==> src/rtl/change_pkg.sv <==
`default_nettype none
// ============================================================================
// Module      : change_pkg
// Description : Shared state encoding and coin denomination table for the
//               change dispense engine.
// Revision    : 1.0 - initial release
// ============================================================================
package change_pkg;

    localparam int N_DENOM = 6;

    // Must stay sorted largest first; the coin picker relies on it.
    localparam logic [31:0] DENOM [N_DENOM] = '{
        32'd100, 32'd50, 32'd20, 32'd10, 32'd5, 32'd1
    };

    typedef enum logic [2:0] {
        S_IDLE     = 3'd0,
        S_SUM      = 3'd1,
        S_CHECK    = 3'd2,
        S_DISPENSE = 3'd3,
        S_DONE     = 3'd4
    } state_t;

endpackage
`default_nettype wire

==> src/rtl/change_coin_picker.sv <==
`default_nettype none
// ============================================================================
// Module      : change_coin_picker
// Description : Picks the largest denomination not exceeding the remaining
//               change (lowest index into the descending DENOM table).
// Revision    : 1.0 - initial release
// ============================================================================
module change_coin_picker
    import change_pkg::*;
#(
    parameter int W     = 32,
    parameter int IDX_W = $clog2(N_DENOM)
) (
    input  logic [W-1:0]     remaining,
    output logic [IDX_W-1:0] coin_idx
);

    // Scan smallest to largest so the last match is the largest fitting coin.
    always_comb begin
        coin_idx = '0;
        for (int k = N_DENOM - 1; k >= 0; k--) begin
            if (W'(DENOM[k]) <= remaining) begin
                coin_idx = IDX_W'(k);
            end
        end
    end

endmodule
`default_nettype wire

==> src/rtl/change_dispense_engine.sv <==
`default_nettype none
// ============================================================================
// Module      : change_dispense_engine
// Description : Sums a latched multi-line order, checks payment and hands the
//               change out coin by coin over a valid/ready handshake.
// Revision    : 1.0 - initial release
// ============================================================================
module change_dispense_engine
    import change_pkg::*;
#(
    parameter int W       = 32,
    parameter int N_ITEMS = 4,
    parameter int CNT_W   = 8,
    parameter int IDX_W   = $clog2(N_DENOM)
) (
    input  logic                     clk,
    input  logic                     rst,
    input  logic                     start,
    input  logic                     abort,
    input  logic                     ticket_mode,
    input  logic [W-1:0]             ticket_price,
    input  logic [W-1:0]             real_pay,
    input  logic [N_ITEMS*W-1:0]     price,
    input  logic [N_ITEMS*CNT_W-1:0] amount,
    output logic                     busy,
    output logic                     done,
    output logic [W-1:0]             total,
    output logic [W-1:0]             change,
    output logic                     insufficient,
    output logic                     overflow,
    output logic                     coin_valid,
    output logic [IDX_W-1:0]         coin_idx,
    input  logic                     coin_ready
);

    localparam int c_line_w = (N_ITEMS > 1) ? $clog2(N_ITEMS) : 1;

    state_t                     r_state;
    state_t                     w_state_next;
    logic                       r_ticket_mode;
    logic [W-1:0]               r_ticket_price;
    logic [W-1:0]               r_real_pay;
    logic [N_ITEMS*W-1:0]       r_price;
    logic [N_ITEMS*CNT_W-1:0]   r_amount;
    logic [c_line_w-1:0]        r_line;
    logic [W-1:0]               r_total;
    logic [W-1:0]               r_change;
    logic [W-1:0]               r_remaining;
    logic                       r_insufficient;
    logic                       r_overflow;

    logic [W-1:0]               w_price_line  [N_ITEMS];
    logic [CNT_W-1:0]           w_amount_line [N_ITEMS];
    logic [W+CNT_W-1:0]         w_product;
    logic [W:0]                 w_sum;
    logic [W-1:0]               w_cost;
    logic [W-1:0]               w_change_calc;
    logic [W-1:0]               w_rem_next;
    logic [IDX_W-1:0]           w_pick;
    logic                       w_last_line;
    logic                       w_short;
    logic                       w_handshake;

    generate
        for (genvar gi = 0; gi < N_ITEMS; gi++) begin : g_lines
            assign w_price_line[gi]  = r_price[gi*W +: W];
            assign w_amount_line[gi] = r_amount[gi*CNT_W +: CNT_W];
        end
    endgenerate

    change_coin_picker #(
        .W     (W),
        .IDX_W (IDX_W)
    ) u_picker (
        .remaining (r_remaining),
        .coin_idx  (w_pick)
    );

    assign w_product     = {{CNT_W{1'b0}}, w_price_line[r_line]}
                         * {{W{1'b0}}, w_amount_line[r_line]};
    assign w_sum         = {1'b0, r_total} + {1'b0, w_product[W-1:0]};
    assign w_last_line   = (r_line == c_line_w'(N_ITEMS - 1));
    assign w_cost        = r_ticket_mode ? r_ticket_price : r_total;
    assign w_short       = r_overflow || (r_real_pay < w_cost);
    assign w_change_calc = r_real_pay - w_cost;
    assign w_handshake   = coin_valid && coin_ready;
    assign w_rem_next    = r_remaining - W'(DENOM[w_pick]);

    always_ff @(posedge clk or posedge rst) begin
        if (rst) begin
            r_state <= S_IDLE;
        end else begin
            r_state <= w_state_next;
        end
    end

    always_comb begin
        w_state_next = r_state;
        case (r_state)
            S_IDLE: begin
                if (start && !abort) w_state_next = S_SUM;
            end
            S_SUM: begin
                if (abort)            w_state_next = S_IDLE;
                else if (w_last_line) w_state_next = S_CHECK;
            end
            S_CHECK: begin
                if (abort)                   w_state_next = S_IDLE;
                else if (w_short)            w_state_next = S_DONE;
                else if (w_change_calc == 0) w_state_next = S_DONE;
                else                         w_state_next = S_DISPENSE;
            end
            S_DISPENSE: begin
                if (abort)                              w_state_next = S_IDLE;
                else if (w_handshake && w_rem_next == 0) w_state_next = S_DONE;
            end
            S_DONE:  w_state_next = S_IDLE;
            default: w_state_next = S_IDLE;
        endcase
    end

    // Datapath; results of an aborted transaction are left as they stood.
    always_ff @(posedge clk or posedge rst) begin
        if (rst) begin
            r_ticket_mode  <= 1'b0;
            r_ticket_price <= '0;
            r_real_pay     <= '0;
            r_price        <= '0;
            r_amount       <= '0;
            r_line         <= '0;
            r_total        <= '0;
            r_change       <= '0;
            r_remaining    <= '0;
            r_insufficient <= 1'b0;
            r_overflow     <= 1'b0;
        end else begin
            case (r_state)
                S_IDLE: begin
                    if (start && !abort) begin
                        r_ticket_mode  <= ticket_mode;
                        r_ticket_price <= ticket_price;
                        r_real_pay     <= real_pay;
                        r_price        <= price;
                        r_amount       <= amount;
                        r_line         <= '0;
                        r_total        <= '0;
                        r_change       <= '0;
                        r_insufficient <= 1'b0;
                        r_overflow     <= 1'b0;
                    end
                end
                S_SUM: begin
                    if (!abort) begin
                        r_total    <= w_sum[W-1:0];
                        r_overflow <= r_overflow | w_sum[W] | (|w_product[W+CNT_W-1:W]);
                        r_line     <= r_line + 1'b1;
                    end
                end
                S_CHECK: begin
                    if (!abort) begin
                        if (w_short) begin
                            r_insufficient <= 1'b1;
                            r_change       <= '0;
                        end else begin
                            r_change    <= w_change_calc;
                            r_remaining <= w_change_calc;
                        end
                    end
                end
                S_DISPENSE: begin
                    // A coin accepted alongside abort has physically left.
                    if (w_handshake) r_remaining <= w_rem_next;
                end
                default: ;
            endcase
        end
    end

    assign busy         = (r_state != S_IDLE);
    assign done         = (r_state == S_DONE);
    assign coin_valid   = (r_state == S_DISPENSE);
    assign coin_idx     = coin_valid ? w_pick : '0;
    assign total        = r_total;
    assign change       = r_change;
    assign insufficient = r_insufficient;
    assign overflow     = r_overflow;

endmodule
`default_nettype wire
==> config.mk <==
export PLATFORM = sky130hd
export DESIGN_NAME = change_dispense_engine
export DESIGN_NICKNAME = d
export VERILOG_FILES = /design/src/rtl/change_pkg.sv /design/src/rtl/change_coin_picker.sv /design/src/rtl/change_dispense_engine.sv
export SDC_FILE = /design/constraint.sdc
export NUM_CORES = 1
export LEC_CHECK = 0
export CAP_MARGIN = 25
export CORE_ASPECT_RATIO = 0.7
export CORE_MARGIN = 5
export CORE_UTILIZATION = 30
export CTS_BUF_LIST = sky130_fd_sc_hd__clkbuf_16
export DETAILED_ROUTE_END_ITERATION = 10
export GPL_ROUTABILITY_DRIVEN = 0
export GPL_TIMING_DRIVEN = 0
export PLACE_DENSITY = 0.48
export SYNTH_ARGS = -nofsm -noshare
export SYNTH_HDL_FRONTEND = slang
export SYNTH_SLANG_ARGS = --single-unit
export TNS_END_PERCENT = 1
==> constraint.sdc <==
create_clock -name clk -period 18.08 [get_ports clk]
set_input_delay 3.616 -clock clk [delete_from_list [all_inputs] [get_ports clk]]
set_output_delay 3.616 -clock clk [all_outputs]
set_load 0.01 [all_outputs]
==> results of run 1 <==
worst reg2reg max path, delay by kind of cell (launching register included):
family / cells / cell delay (ns)
mux: 1 / 0.27
fa+ha+maj: 6 / 2.62
xor+xnor: 2 / 0.35
simple gates: 5 / 0.54
buf+inv: 6 / 2.43
flops: 1 / 0.41
compound gates: 15 / 4.84
how the worst min path moves through the flow:
stage | startpoint | endpoint | slack, ns
finish | r_amount[18] | r_amount[18] | 0.47
global route | r_amount[18] | r_amount[18] | 0.48
CTS | r_ticket_price[0] | r_ticket_price[0] | 0.47
detailed placement | r_price[71] | r_price[71] | 0.46
global placement | r_price[85] | r_price[85] | 0.45
floorplan | r_amount[16] | r_amount[16] | 0.44
kinds of logic (layout without fill, tap and decap cells):
logic type / Yosys count / after routing
simple gates: 1426 / 1426
compound gates: 534 / 534
buf+inv: 379 / 760
flops: 328 / 328
fa+ha+maj: 318 / 318
mux: 116 / 116
xor+xnor: 79 / 79
other cells: 0 / 2
stage by stage:
| step | instance area (um^2) | hold slack (ns) | setup WS [ns] |
|---|---|---|---|
| finish | 32200 | 0.469 | 6.50 |
| global route | 32200 | 0.483 | 5.91 |
| CTS | 32200 | 0.471 | 6.84 |
| detailed placement | 30900 | 0.457 | 6.89 |
| global placement | 30700 | 0.455 | 0.132 |
| floorplan | 26300 | 0.440 | 5.38 |
placed cells by master (no fill, tap or decap), types with 39 or more instances in the layout:
master / instances
a21oi_1: 132
clkbuf_1: 122
clkbuf_16: 39
clkdlybuf4s50_1: 301
dfrtp_1: 328
fa_1: 183
ha_1: 135
inv_1: 240
mux2_2: 39
mux2i_1: 75
nand2_1: 866
nand3_1: 45
nor2_1: 293
nor3_1: 39
o21ai_0: 136
xnor2_1: 49
registers in the layout, indices dropped and copies added, names as in the netlist, 2 cells and up:
signal / count
change: 32
r_amount: 32
r_line: 2
r_price: 128
r_real_pay: 32
r_remaining: 32
r_state: 3
r_ticket_price: 32
total: 32
area by class of cell:
class	count	area, um^2
Clock buffer	39	976
Timing Repair Buffer	310	3160
Multi-Input combinational cell	2473	16600
Tap cell	1150	1440
Fill cell	9029	54300
Buffer	140	532
Antenna cell	2	5.00
Inverter	239	905
Clock inverter	32	323
Sequential cell	328	8210
routing by layer:
layer  vias to the layer above  GRT usage, %  routed length [um]
met4                         0          4.03                1770
met5                         -             0                   0
met1                     11500          31.5               48300
met3                        77          3.83                6230
met2                       613          28.1               39600
li1                      11200             -                   -
==> impl_metrics.csv, run 1 <==
group,metric,value,unit
placed_design,io_buffers,301,
logic_synthesis,synth_xor_area_share,2.63,%
logic_synthesis,yosysTopAreaCellShare,31.2,%
detailed_routing,via_count,23400,
worst_setup_path,start_kind,"register",
logic_synthesis,syn_inst,3180,
timing,period_share,64.1,%
placed_design,placedCellCount,4638,
cts,clkLatencyLatePin,0.58,ns
timing,tightest_slew,1.17,ns
worst_setup_path,regToRegStartpoint,"r_line[1]",
finish,syn2layout_area_growth,22.5,%
timing,clock.fmax,0.0864,GHz
logic_synthesis,synth_top_cell_by_area,"dfrtp_1",
cts,clock_sinks,328,
logic_synthesis,netlist_top_cells_count,"nand2_1, dfrtp_1, nor2_1",
finish,instances_no_fill,4713,
detailed_routing,wirelength,95800,um
die,fp.dieH,258,um
worst_setup_path,path_buf_inv,6,
detailed_routing,dr.pass1.iters,5,
timing,rsz0062_at_grt,"no",
worst_setup_path,crit_start,"r_line[1]",
worst_setup_path,crit_top_cell,"o21ai_0",
cts,cts_tree,"yes",
worst_setup_path,criticalPathCategory,"register to register",
die,rows,90,
worst_setup_path,rr_worst_depth,35,
cts,clock_path_buffers,3,
logic_synthesis,synth_top_family_by_area,"simple AND/OR/NAND/NOR gates",
logic_synthesis,synth_flop_cell,"dfrtp_1",
worst_setup_path,crit_slowest_cell,"o21ai_0",
die,initial_core_util,30.4,%
die,dieArea,0.0937,mm^2
cts,ctsRootBufferMaster,"clkbuf_16",
timing,tns,0,ns
grt,antenna_found_initial,2,
worst_setup_path,critPathMaxFanout,10,
timing,min_period,11.58,ns
worst_setup_path,rrSetupSlack,6.50,ns
logic_synthesis,synth-seq-cells,328,
cts,path_clk_slew,0.06,ns
timing,finalHoldViolCount,0,
outcome,outcome,"completed",
logic_synthesis,ys_async_sr_fraction,100,%
worst_setup_path,max_stage_delay,0.84,ns
die,core,0.0865,mm^2
worst_setup_path,cp-end-kind,"register",
grt,grt_max_degree,99,
logic_synthesis,synthTopCellsByArea,"dfrtp_1, fa_1, nand2_1, ha_1, nor2_1",
logic_synthesis,yosys-mux-area-fraction,4.70,%
worst_setup_path,cp.arrival,12.02,ns
cts,cts_hold_buf,0,
cts,post-cts-setup-buffer-count,0,
grt,grt_pass1_vias,22500,
grt,grt.total_usage,20.0,%
worst_setup_path,rr_endpoint,"total[30]",
logic_synthesis,syn_avg_cell_area,8.27,um^2
cts,cts_buffers,39,
placed_design,hpwlAfterDp,78600,um
worst_setup_path,crit_family,"compound AO/OA/AOI/OAI gates",
logic_synthesis,ys_warn_count,0,
finish,drive_gt1_share,4.21,%
die,die_w,364,um
timing,drv_slew,0,
logic_synthesis,synth_fa_ha_area_share,20.4,%
detailed_routing,viasPerCell,4.96,
timing,max_slew_margin,21.6,%
finish,nets,4079,
worst_setup_path,endpoint,"total[30]",
worst_setup_path,path_depth,35,
logic_synthesis,synth-simple-area-share,22.7,%
logic_synthesis,synth_seq_area_share,31.2,%
min_path,hold_depth,2,
timing,final.setup_skew,0.0298,ns
cts,htreeDepth,2,
grt,grt_first_pass_wirelength,143000,um
detailed_routing,ant_nets,0,
min_path,hold_path.class,"register to register",
logic_synthesis,synth_edf_count,0,
cts,post_cts_resized,0,
timing,finalSetupViolations,0,
worst_setup_path,cp.required,18.52,ns
grt,grt_overflow,0,
logic_synthesis,synth_fp_nets,3728,
logic_synthesis,synth_compound_area_share,12.9,%
die,io_pins,302,
logic_synthesis,yosysUniqueCellTypes,78,
detailed_routing,drcViolationCount,0,
logic_synthesis,synth_most_common_cell,"nand2_1",
logic_synthesis,syn_area,0.0263,mm^2
detailed_routing,wire_per_inst,20.3,um
finish,utilization,37.2,%
detailed_routing,drt_iter0_drc,1932,
run,maxCapViolCount,0,
Power of run 1 is left out: the tool's default activity adds up to more than one toggle a clock period on the data nets, which glitch-free logic cannot reach.
==> inputs of run 2 (changes only) <==
--- a/config.mk
+++ b/config.mk
@@ -13,7 +13,7 @@
 export DETAILED_ROUTE_END_ITERATION = 10
 export GPL_ROUTABILITY_DRIVEN = 0
 export GPL_TIMING_DRIVEN = 0
-export PLACE_DENSITY = 0.48
+export PLACE_DENSITY = 0.5
 export SYNTH_ARGS = -nofsm -noshare
 export SYNTH_HDL_FRONTEND = slang
 export SYNTH_SLANG_ARGS = --single-unit
==> constraint.sdc (replaced) <==
create_clock -name clk -period 9.65 [get_ports clk]
set_input_delay 1.93 -clock clk [delete_from_list [all_inputs] [get_ports clk]]
set_output_delay 1.93 -clock clk [all_outputs]
set_load 0.01 [all_outputs]
==> impl_metrics.csv, run 2 (same netlist as run 1, synthesis figures left out) <==
group,metric,value,unit
outcome,outcome,"completed",
timing,clock.fmax,0.109,GHz
worst_setup_path,criticalPathCategory,"register to register",
detailed_routing,via_count,23500,
timing,tightest_slew,1.21,ns
cts,htreeDepth,2,
cts,clkLatencyLatePin,0.57,ns
detailed_routing,dr.pass1.iters,6,
cts,clock_sinks,328,
worst_setup_path,max_stage_delay,0.58,ns
grt,grt_first_pass_wirelength,143000,um
detailed_routing,drcViolationCount,0,
detailed_routing,drt_iter0_drc,2068,
worst_setup_path,cp.arrival,9.58,ns
cts,cts_buffers,38,
timing,final.setup_skew,0.0256,ns
die,initial_core_util,30.4,%
worst_setup_path,critPathMaxFanout,10,
grt,grt_overflow,0,
worst_setup_path,cp.required,10.08,ns
finish,layout_common_cells,"nand2_1, dfrtp_1, clkdlybuf4s50_1, nor2_1, inv_1",
finish,top_register,"r_price",
grt,grt.total_usage,20.0,%
finish,drive_gt1_share,5.53,%
placed_design,placedCellCount,4644,
timing,finalHoldViolCount,0,
timing,fin_hold_ws,0.469,ns
finish,instances_no_fill,4715,
worst_setup_path,cp-end-kind,"register",
timing,min_period,9.15,ns
grt,antenna_found_initial,3,
min_path,hold_path.class,"register to register",
timing,max_slew_margin,18.2,%
grt,grt_pass1_vias,22400,
detailed_routing,wirelength,96300,um
die,io_pins,302,
timing,finalSetupViolations,0,
cts,clock_path_buffers,3,
finish,largest_register_ffs,128,
worst_setup_path,start_kind,"register",
worst_setup_path,crit_top_cell,"fa_1",
die,fp.dieH,258,um
worst_setup_path,crit_slowest_cell,"fa_1",
cts,ctsRootBufferMaster,"clkbuf_16",
timing,drv_slew,0,
cts,cts_hold_buf,0,
run,maxCapViolCount,0,
placed_design,hpwlAfterDp,79300,um
die,core,0.0865,mm^2
detailed_routing,wire_per_inst,20.4,um
die,rows,90,
finish,final_common_cell,"nand2_1",
cts,path_clk_slew,0.06,ns
die,die_w,364,um
die,dieArea,0.0937,mm^2
detailed_routing,ant_nets,0,
cts,cts_tree,"yes",
finish,fill_cells,9007,
timing,period_share,94.8,%
finish,syn2layout_area_growth,23.1,%
placed_design,io_buffers,301,
finish,nets,4084,
detailed_routing,viasPerCell,4.99,
grt,grt_max_degree,41,
## run 2: changes by cell type in the layout (fill, tap and decap cells not counted), moves of 3 or more
cell,previous run,this run
o21ai_0,136,130
o21ai_2,0,15
clkbuf_2,0,18
clkinv_2,5,10
buf_16,3,0
buf_12,0,9
buf_1,13,10
o21ai_1,37,28
clkbuf_1,122,102
## run 2: routing by layer
metal / GRT usage [%] / part of all wire, %
met3: 4.59 / 7.9
met5: 0 / 0.030
met1: 31.4 / 50
met2: 28.0 / 41
met4: 3.50 / 1.5
## run 2: layout make-up
cell class              count  area (um^2)  share of cell area (%)
diodes                      1         2.50                 0.00774
repair buffers            317         3270                    10.1
well taps                1150         1440                    4.45
flip-flops and latches    328         8210                    25.4
multi-input cells        2473        16700                    51.7
clock buffers              38          951                    2.94
plain buffers             139          561                    1.73
inverters                 239          901                    2.78
clock inverters            30          292                   0.901
## run 2: repair_timing
item	4_1_cts	5_1_grt
buffers inserted	0	1
resized for setup	35	24
endpoints found under the setup margin	11	7
hold endpoints to repair	0	0
pin swaps	0	1
## run 2: worst max-delay path: cells and delay by family, from the launching register on
kind                     cells  cell delay, ns
buffers and inverters        6            1.28
AO/OA/AOI/OAI               11            2.77
adder cells (fa/ha/maj)      6            2.90
flip-flops                   1            0.51
XOR/XNOR                     2            0.35
multiplexers                 1            0.28
AND/OR/NAND/NOR              6            0.86
## run 2: worst paths after layout
kind	cells after the start	from	endpoint	slack, ns
max in group asynchronous	6	rst	r_real_pay[12]	6.69
worst max register to register	32	r_line[1]	total[30]	0.50
worst min register to register	2	r_price[26]	r_price[26]	0.47
worst max-delay path	32	r_line[1]	total[30]	0.50
min in group asynchronous	2	rst	r_amount[5]	1.69
worst min-delay path	2	r_price[26]	r_price[26]	0.47
## run 2: stage by stage
stage | util, % | setup TNS [ns] | cell area (um^2) | setup WS, ns
2_1_floorplan | - | 0 | 26300 | 1.25
3_3_place_gp | 35.5 | -13.95 | 30700 | -1.90
3_5_place_dp | 35.8 | -8.81 | 31000 | -1.45
4_1_cts | 37.3 | 0 | 32300 | 0.0875
5_1_grt | 37.4 | -0.0254 | 32300 | -0.0254
6_report | 37.4 | 0 | 32300 | 0.502
Power of run 2 is left out for the same reason.
